--- src/rtl/fb_write_scheduler.sv ---
// Frame buffer write scheduler: owns the single BRAM write port and arbitrates
// GB pixel capture > host writes > background clear, one registered write/cycle.
//
// Ports:
//   clk, reset        : system clock, async active-high reset
//   clear_start       : pulse, start/restart a full clear
//   clear_busy        : clear engine active
//   gb_vs/cpl/valid   : GB vsync, pixel latch, pixel valid
//   gb_pixel          : GB 2-bit pixel
//   host_req/addr/    : host write request (level), linear address, data
//   host_wdata
//   host_ack          : one-cycle host acknowledge
//   mem_we/addr/wdata : frame buffer write port (linear y*WIDTH+x)
//   frame_done        : pulse with the write of the last pixel of a frame
module fb_write_scheduler #(
  parameter int          WIDTH  = 160,
  parameter int          HEIGHT = 144,
  parameter int          ADDR_W = 15,
  parameter logic [1:0]  FILL   = 2'd0
) (
  input  logic              clk,
  input  logic              reset,
  input  logic              clear_start,
  output logic              clear_busy,
  input  logic              gb_vs,
  input  logic              gb_cpl,
  input  logic              gb_valid,
  input  logic [1:0]        gb_pixel,
  input  logic              host_req,
  input  logic [ADDR_W-1:0] host_addr,
  input  logic [1:0]        host_wdata,
  output logic              host_ack,
  output logic              mem_we,
  output logic [ADDR_W-1:0] mem_addr,
  output logic [1:0]        mem_wdata,
  output logic              frame_done
);

  localparam int XW    = $clog2(WIDTH);
  localparam int YW    = $clog2(HEIGHT);
  localparam int TOTAL = WIDTH * HEIGHT;

  localparam logic [XW-1:0]     X_LAST = XW'(WIDTH - 1);
  localparam logic [YW-1:0]     Y_LAST = YW'(HEIGHT - 1);
  localparam logic [ADDR_W-1:0] A_LAST = ADDR_W'(TOTAL - 1);
  localparam logic [ADDR_W-1:0] A_SIZE = ADDR_W'(TOTAL);

  typedef enum logic {
    S_IDLE,
    S_CLEAR
  } clr_state_t;

  // capture path
  logic              r_prev;
  logic              r_vs_d;
  logic [XW-1:0]     r_cap_x;
  logic [YW-1:0]     r_cap_y;
  logic [ADDR_W-1:0] r_cap_addr;
  logic              r_pend;
  logic [1:0]        r_pend_data;
  logic [ADDR_W-1:0] r_pend_addr;
  logic              r_pend_last;

  // clear engine
  clr_state_t        r_state;
  clr_state_t        w_state_nx;
  logic [ADDR_W-1:0] r_clear_ptr;
  logic [ADDR_W-1:0] w_ptr_nx;
  logic              w_clr_we;

  logic              w_vc;
  logic              w_strobe;
  logic              w_vs_rise;
  logic [XW-1:0]     w_base_x;
  logic [YW-1:0]     w_base_y;
  logic [ADDR_W-1:0] w_base_addr;
  logic              w_x_end;
  logic              w_y_end;

  assign w_vc      = gb_valid & gb_cpl;
  assign w_strobe  = w_vc & ~r_prev;
  assign w_vs_rise = gb_vs & ~r_vs_d;

  // vsync realigns before a coincident strobe is captured
  assign w_base_x    = w_vs_rise ? '0 : r_cap_x;
  assign w_base_y    = w_vs_rise ? '0 : r_cap_y;
  assign w_base_addr = w_vs_rise ? '0 : r_cap_addr;
  assign w_x_end     = (w_base_x == X_LAST);
  assign w_y_end     = (w_base_y == Y_LAST);

  assign clear_busy = (r_state == S_CLEAR);

  always_ff @(posedge clk or posedge reset) begin
    if (reset) begin
      r_prev      <= 1'b0;
      r_vs_d      <= 1'b0;
      r_cap_x     <= '0;
      r_cap_y     <= '0;
      r_cap_addr  <= '0;
      r_pend      <= 1'b0;
      r_pend_data <= 2'd0;
      r_pend_addr <= '0;
      r_pend_last <= 1'b0;
    end else begin
      r_prev <= w_vc;
      r_vs_d <= gb_vs;
      // pending always drains the next edge; strobes are >= 2 cycles apart
      r_pend <= w_strobe;
      if (w_strobe) begin
        r_pend_data <= gb_pixel;
        r_pend_addr <= w_base_addr;
        r_pend_last <= w_x_end & w_y_end;
        r_cap_x     <= w_x_end ? '0 : w_base_x + 1'b1;
        if (w_x_end) begin
          r_cap_y <= w_y_end ? '0 : w_base_y + 1'b1;
        end else begin
          r_cap_y <= w_base_y;
        end
        if (w_x_end & w_y_end) begin
          r_cap_addr <= '0;
        end else begin
          r_cap_addr <= w_base_addr + 1'b1;
        end
      end else if (w_vs_rise) begin
        r_cap_x    <= '0;
        r_cap_y    <= '0;
        r_cap_addr <= '0;
      end
    end
  end

  always_ff @(posedge clk or posedge reset) begin
    if (reset) begin
      r_state     <= S_CLEAR;
      r_clear_ptr <= '0;
    end else begin
      r_state     <= w_state_nx;
      r_clear_ptr <= w_ptr_nx;
    end
  end

  // clear only gets the port when neither pixel nor host claims it;
  // a restart pulse drops that cycle's clear grant
  always_comb begin
    w_state_nx = r_state;
    w_ptr_nx   = r_clear_ptr;
    w_clr_we   = 1'b0;
    unique case (r_state)
      S_IDLE: begin
        if (clear_start) begin
          w_state_nx = S_CLEAR;
          w_ptr_nx   = '0;
        end
      end
      S_CLEAR: begin
        if (clear_start) begin
          w_ptr_nx = '0;
        end else if (!r_pend && !host_req) begin
          w_clr_we = 1'b1;
          w_ptr_nx = r_clear_ptr + 1'b1;
          if (r_clear_ptr == A_LAST) begin
            w_state_nx = S_IDLE;
          end
        end
      end
    endcase
  end

  always_ff @(posedge clk or posedge reset) begin
    if (reset) begin
      mem_we     <= 1'b0;
      mem_addr   <= '0;
      mem_wdata  <= 2'd0;
      host_ack   <= 1'b0;
      frame_done <= 1'b0;
    end else begin
      mem_we     <= 1'b0;
      host_ack   <= 1'b0;
      frame_done <= 1'b0;
      if (r_pend) begin
        mem_we     <= 1'b1;
        mem_addr   <= r_pend_addr;
        mem_wdata  <= r_pend_data;
        frame_done <= r_pend_last;
      end else if (host_req) begin
        host_ack <= 1'b1;
        // out-of-range host writes are acked and dropped
        if (host_addr < A_SIZE) begin
          mem_we    <= 1'b1;
          mem_addr  <= host_addr;
          mem_wdata <= host_wdata;
        end
      end else if (w_clr_we) begin
        mem_we    <= 1'b1;
        mem_addr  <= r_clear_ptr;
        mem_wdata <= FILL;
      end
    end
  end

endmodule

--- config.mk ---
export PLATFORM = sky130hd
export DESIGN_NAME = fb_write_scheduler
export DESIGN_NICKNAME = d
export VERILOG_FILES = /design/src/rtl/fb_write_scheduler.sv
export SDC_FILE = /design/constraint.sdc
export NUM_CORES = 1
export LEC_CHECK = 0
export CAP_MARGIN = 10
export CELL_PAD_IN_SITES_DETAIL_PLACEMENT = 0
export CELL_PAD_IN_SITES_GLOBAL_PLACEMENT = 1
export CORE_MARGIN = 3
export CORE_UTILIZATION = 27
export CTS_CLUSTER_DIAMETER = 120
export DETAILED_ROUTE_END_ITERATION = 8
export GPL_TIMING_DRIVEN = 1
export PLACE_DENSITY = 0.53
export SLEW_MARGIN = 20
export SYNTH_ARGS = -nofsm -noshare
export SYNTH_HDL_FRONTEND = slang
export SYNTH_SLANG_ARGS = --single-unit
export TNS_END_PERCENT = 100
--- constraint.sdc ---
create_clock -name clk -period 6.1 [get_ports clk]
set_input_delay 1.22 -clock clk [delete_from_list [all_inputs] [get_ports clk]]
set_output_delay 1.22 -clock clk [all_outputs]
set_load 0.01 [all_outputs]
==> results of run 1 <==
-- cell type report --
type                       instances  area (um^2)  share of cell area, %
multi-input combinational        323         1880                   36.2
inverter                          10         38.8                  0.748
timing repair buffer              54          524                   10.1
sequential                        88         2200                   42.5
clock inverter                     7         53.8                   1.04
clock buffer                       9          225                   4.34
tap                              211          264                   5.09
-- layer usage --
| metal | up-vias | wire length (um) | track usage [%] |
|---|---|---|---|
| met5 | - | 0 | 0 |
| met4 | 0 | 162 | 5.26 |
| met3 | 11 | 355 | 2.72 |
| met2 | 60 | 4640 | 20.0 |
| met1 | 1481 | 5310 | 17.8 |
| li1 | 1591 | - | - |
-- power groups by stage --
stage | registers, mW | logic, mW | clock network, mW
floorplan | 0.639 | 0.0701 | 0
global placement | 0.639 | 0.142 | 0
detailed placement | 0.640 | 0.142 | 0
CTS | 0.628 | 0.143 | 0.549
global route | 0.632 | 0.158 | 0.575
finish | 0.628 | 0.140 | 0.529
-- layout by cell type (no fill, tap or decap), types with 4 or more instances in the layout --
cell type / count
dfrtp_1: 87
nand2_1: 75
nor2_1: 57
clkdlybuf4s50_1: 46
o21ai_0: 28
xor2_1: 22
nand3_1: 20
a21oi_1: 16
mux2i_1: 16
xnor2_1: 14
nand4_1: 10
inv_1: 9
clkbuf_16: 9
and3_1: 8
nor3_1: 7
buf_4: 7
and2_1: 6
nor4_1: 4
ha_1: 4
-- flip-flops by register name (all words and copies together) (netlist names), 2 cells and up --
| name | flops |
|---|---|
| r_pend_addr | 15 |
| r_clear_ptr | 15 |
| r_pend_data | 2 |
| r_cap_x | 8 |
| r_cap_y | 8 |
| mem_wdata | 2 |
| r_cap_addr | 15 |
| mem_addr | 15 |
-- worst register-to-register path: stages (launching register included) --
cell and delay (ns):
dfrtp_1 0.34, nand2b_1 0.10, buf_4 0.29, nand2_1 0.14, inv_1 0.07, ha_1 0.21
nor4bb_1 0.29, nor3b_1 0.50, and3_1 0.34, or2_2 0.28, nor2_1 0.08
-- cells by family after synthesis --
group / synth area share [%]
compound gates: 7.60
xor+xnor: 7.48
fa+ha+maj: 1.19
buf+inv: 3.47
flops: 52.3
mux: 4.60
simple gates: 23.4
-- how the worst max path moves through the flow --
stage	startpoint	end	slack [ns]	depth (start not counted)
floorplan	reset	frame_done$_DFF_PP0_	2.60	1
global placement	gb_vs	r_cap_addr[7]$_DFF_PP0_	2.07	11
detailed placement	gb_vs	r_cap_addr[7]$_DFF_PP0_	2.01	11
CTS	gb_vs	r_cap_addr[7]$_DFF_PP0_	2.39	11
global route	gb_vs	r_cap_addr[4]$_DFF_PP0_	2.15	11
finish	gb_vs	r_cap_addr[7]$_DFF_PP0_	2.39	11
==> metrics.yaml, run 1 <==
hold_violations: 0
tritoncts: "built"
globalRouteTotalUtil_pct: 13.0
worstSetupPathType: "input pin to flip-flop"
critPathMaxStageDelay_ns: 0.50
synth-main-ff-cell: "dfrtp_1"
vias: 3143
routedWlPerCell_um: 14.9
wirelength_um: 10500
r2r_end: "r_cap_addr[7]$_DFF_PP0_"
cp_slowest_cell: "nor3b_1"
synth_cells: 443
ys_top_cells_by_area: "dfrtp_1 (52%), nand2_1 (6.7%), nor2_1 (5.1%), xor2_1 (4.6%), mux2i_1 (3.8%)"
p_int_mw: 0.953
clock_path_buffers: 2
synth-edff-count: 0
grt_max_degree: 55
maxCapViolCount: 0
htree_levels: 3
ctsResizeCount: 0
grt_setup_unrepaired: "no"
area_delta_synth_final_pct: 23.1
clockRootBuffer: "clkbuf_16"
rrSetupSlack_ns: 3.35
cts_setup_buffers: 0
timing.final.crit_share_pct: 60.8
pre_cts_slack_ns: 2.01
holdPathEnd: "r_pend_addr[8]$_DFFE_PP0P_"
vias_per_cell: 4.48
ios: 47
dp_hpwl_um: 7400
setup_viol: 0
finalCriticalPeriod_ns: 3.71
p_comb_share_pct: 10.8
outcome: "completed"
crit_family: "simple AND/OR/NAND/NOR gates"
path_buf_inv: 3
first_iter_violations: 208
slew_headroom_pct: 53.3
numCtsBuffers: 9
max_freq_mhz: 270
grt_pass1_vias: 3205
fp.dieH_um: 131
ant_nets: 0
ff2ff_path_depth: 10
clk_latency_ns: 0.35
synth_common_cells: "dfrtp_1 (87), nand2_1 (75), nor2_1 (57)"
yosys.area.top_type: "dfrtp_1"
pwr-share-clk_pct: 40.8
hp-start: "r_pend_addr[8]$_DFFE_PP0P_"
dieArea_um2: 17100
die_w_um: 131
clkSinkCount: 88
core_um2: 15300
gp_congestion: 0.760
whs_ns: 0.472
postCtsHoldBufs: 0
io_buffers: 46
p_seq_share_pct: 48.4
yosysSeqAreaShare_pct: 52.3
fin_tns_setup_ns: 0
num_rows: 45
p_leak_nw: 2.29
antenna_found_initial: 0
p_switching_mw: 0.344
num_antenna_cells: 0
hold_class: "flip-flop to flip-flop"
r2r-start: "r_vs_d$_DFF_PP0_"
dpl_cell_area_um2: 4900
end_kind: "flip-flop"
instances_no_fill: 702
swShare_pct: 26.6
final_area_um2: 5190
synth_seq_cells: 88
p_per_area_nw_per_um2: 250
fin_nets: 516
overflow: 0
crit_fanout: 29
route.detailed.drc: 0
initial_core_util_pct: 27.6
nFillCells: 1586
vdd_ir_drop_max_mv: 0.132
yosysMostFrequentCell: "dfrtp_1"
drv_slew: 0
setup_slack_ns: 2.39
yosysUniqueCellTypes: 45
synth.net_count: 473
dr.pass1.iters: 5
ys_warn_count: 0
syn-cell-area_um2: 4220
whs_path_depth: 2
critPathLaunchType: "input pin"
clk_pin_slew_worst_paths_ns: 0.07
dp.cells: 685
required_ns: 6.33
syn_avg_cell_area_um2: 9.52
yosys.area.top_type_share_pct: 51.6
synthArstFlopShare_pct: 100
crit_chain: "clkdlybuf4s50_1 -> nand2b_1 -> buf_4 -> nand2_1 -> inv_1 -> ha_1 -> nor4bb_1 -> nor3b_1 -> and3_1 -> or2_2 -> nor2_1"
worst_pin_slew_ns: 0.701
power.total_mw: 1.30
drive_gt1_share_pct: 7.13
post-route-util_pct: 34.0
fin_skew_ns: 0.0138
grt_pass1_wl_um: 17000
worstPathArrival_ns: 3.93
Power figures use the tool's default switching activity.
==> run 2: changes to the inputs <==
==> constraint.sdc (replaced) <==
create_clock -name clk -period 3.8 [get_ports clk]
set_input_delay 0.76 -clock clk [delete_from_list [all_inputs] [get_ports clk]]
set_output_delay 0.76 -clock clk [all_outputs]
set_load 0.01 [all_outputs]
==> run 2 against run 1 <==
Compared with the run above:
- non-clock buffer count increased by 3
- clock skew fell by 0.0053 ns
- sequential power increased by 61%
- core utilization rose by 0.17 points
- wire length down 0.17%
- total power rose by 59%
- critical endpoint is now r_cap_y[1]$_DFF_PP0_
- worst setup slack worse by 1.4 ns
- combinational power increased by 63%
- die area unchanged
- worst hold slack worse by 0.0048 ns
- register-to-register slack worse by 1.9 ns
==> metrics.yaml, run 2 (synthesis gave the netlist of run 1 again) <==
outcome: "completed"
ant_nets: 0
r2r-start: "r_vs_d$_DFF_PP0_"
cts_setup_buffers: 0
grt_setup_unrepaired: "no"
timing.final.crit_share_pct: 73.6
hold_violations: 0
max_freq_mhz: 358
core_um2: 15300
vias: 3198
grt_use_met3_pct: 2.80
hold_class: "flip-flop to flip-flop"
gp_congestion: 0.790
dieArea_um2: 17100
fin_tns_setup_ns: 0
grt_use_met2_pct: 19.2
critPathMaxStageDelay_ns: 0.43
dr.pass1.iters: 4
tritoncts: "built"
crit_chain: "clkdlybuf4s50_1 -> nand2b_1 -> and2_1 -> ha_1 -> nor4bb_1 -> nand2b_1 -> nor3_2 -> mux2_2"
finalCriticalPeriod_ns: 2.80
setup_viol: 0
globalRouteTotalUtil_pct: 13.1
fin_skew_ns: 0.00852
required_ns: 4.03
gr-max-usage-layer: "met2"
maxCapViolCount: 0
htree_levels: 3
p_leak_nw: 2.31
die_w_um: 131
crit_end: "r_cap_y[1]$_DFF_PP0_"
antenna_found_initial: 0
r2r_end: "r_cap_y[1]$_DFF_PP0_"
area_delta_synth_final_pct: 23.7
fp.dieH_um: 131
routedWlPerCell_um: 14.8
postCtsHoldBufs: 0
num_rows: 45
dp_hpwl_um: 7520
clkSinkCount: 88
critPathLaunchType: "input pin"
num_antenna_cells: 0
worstPathArrival_ns: 3.02
ff2ff_path_depth: 7
end_kind: "flip-flop"
vias_per_cell: 4.54
worstSetupPathType: "input pin to flip-flop"
power.total_mw: 2.06
rrSetupSlack_ns: 1.50
crit_top_cell: "nand2b_1"
worst_pin_slew_ns: 0.736
clk_pin_slew_worst_paths_ns: 0.06
use_met1_pct: 18.7
initial_core_util_pct: 27.6
ios: 47
first_iter_violations: 221
p_per_area_nw_per_um2: 396
vdd_ir_drop_max_mv: 0.210
route.detailed.drc: 0
drive_gt1_share_pct: 7.49
ctsResizeCount: 0
layout.cells.most_common: "dfrtp_1"
numCtsBuffers: 9
grt_max_degree: 50
cp_slowest_cell: "clkdlybuf4s50_1"
layout_common_cells: "dfrtp_1 (87), nand2_1 (75), nor2_1 (57)"
whs_ns: 0.467
grt_pass1_wl_um: 17000
crit_start: "gb_vs"
drv_slew: 0
clk_latency_ns: 0.35
clockRootBuffer: "clkbuf_16"
wirelength_um: 10400
fin_nets: 519
overflow: 0
io_buffers: 46
slew_headroom_pct: 50.9
crit_fanout: 8
clock_path_buffers: 2
grt_pass1_vias: 3118
## run 2: worst min path at each step
stage,startpoint,to,slack (ns),cells after the start
global placement,r_pend_addr[3]$_DFFE_PP0P_,r_pend_addr[3]$_DFFE_PP0P_,0.46,2
finish,r_pend_addr[3]$_DFFE_PP0P_,r_pend_addr[3]$_DFFE_PP0P_,0.47,2
global route,r_pend_addr[8]$_DFFE_PP0P_,r_pend_addr[8]$_DFFE_PP0P_,0.50,2
CTS,r_pend_addr[3]$_DFFE_PP0P_,r_pend_addr[3]$_DFFE_PP0P_,0.47,2
floorplan,r_pend_addr[14]$_DFFE_PP0P_,r_pend_addr[14]$_DFFE_PP0P_,0.44,2
detailed placement,r_pend_addr[3]$_DFFE_PP0P_,r_pend_addr[3]$_DFFE_PP0P_,0.46,2
## run 2: stage by stage
stage	area, um^2	utilization (%)	cells	worst slack, ns
final	5210	34.2	705	1.00
after detailed placement	4940	32.4	689	0.647
after global routing	5210	34.2	705	0.750
after global placement	4940	32.4	689	0.682
after floorplan	4220	-	443	0.763
after CTS	5210	34.2	705	1.01
## run 2: layout make-up
class	instances	area, um^2
Clock inverter	6	45.0
Sequential cell	88	2200
Timing Repair Buffer	57	556
Inverter	10	38.8
Fill cell	1563	10000
Clock buffer	10	229
Multi-Input combinational cell	323	1880
Tap cell	211	264
## run 2: worst max-delay path: cells and delay by family
kind                     cells  cell delay, ns
adder cells (fa/ha/maj)      1            0.21
buffers and inverters        1            0.43
multiplexers                 1            0.39
AND/OR/NAND/NOR              5            1.24
## run 2: per-layer routing
metal,vias up,share of wire [%]
li1,1595,-
met1,1532,50
met2,59,44
met3,12,3.8
met4,0,1.9
met5,-,0
## run 2: where the power goes
group	leakage, nW	internal, mW	switching, mW
combinational	0.989	0.106	0.122
clock	0.125	0.446	0.385
sequential	1.19	0.978	0.0277
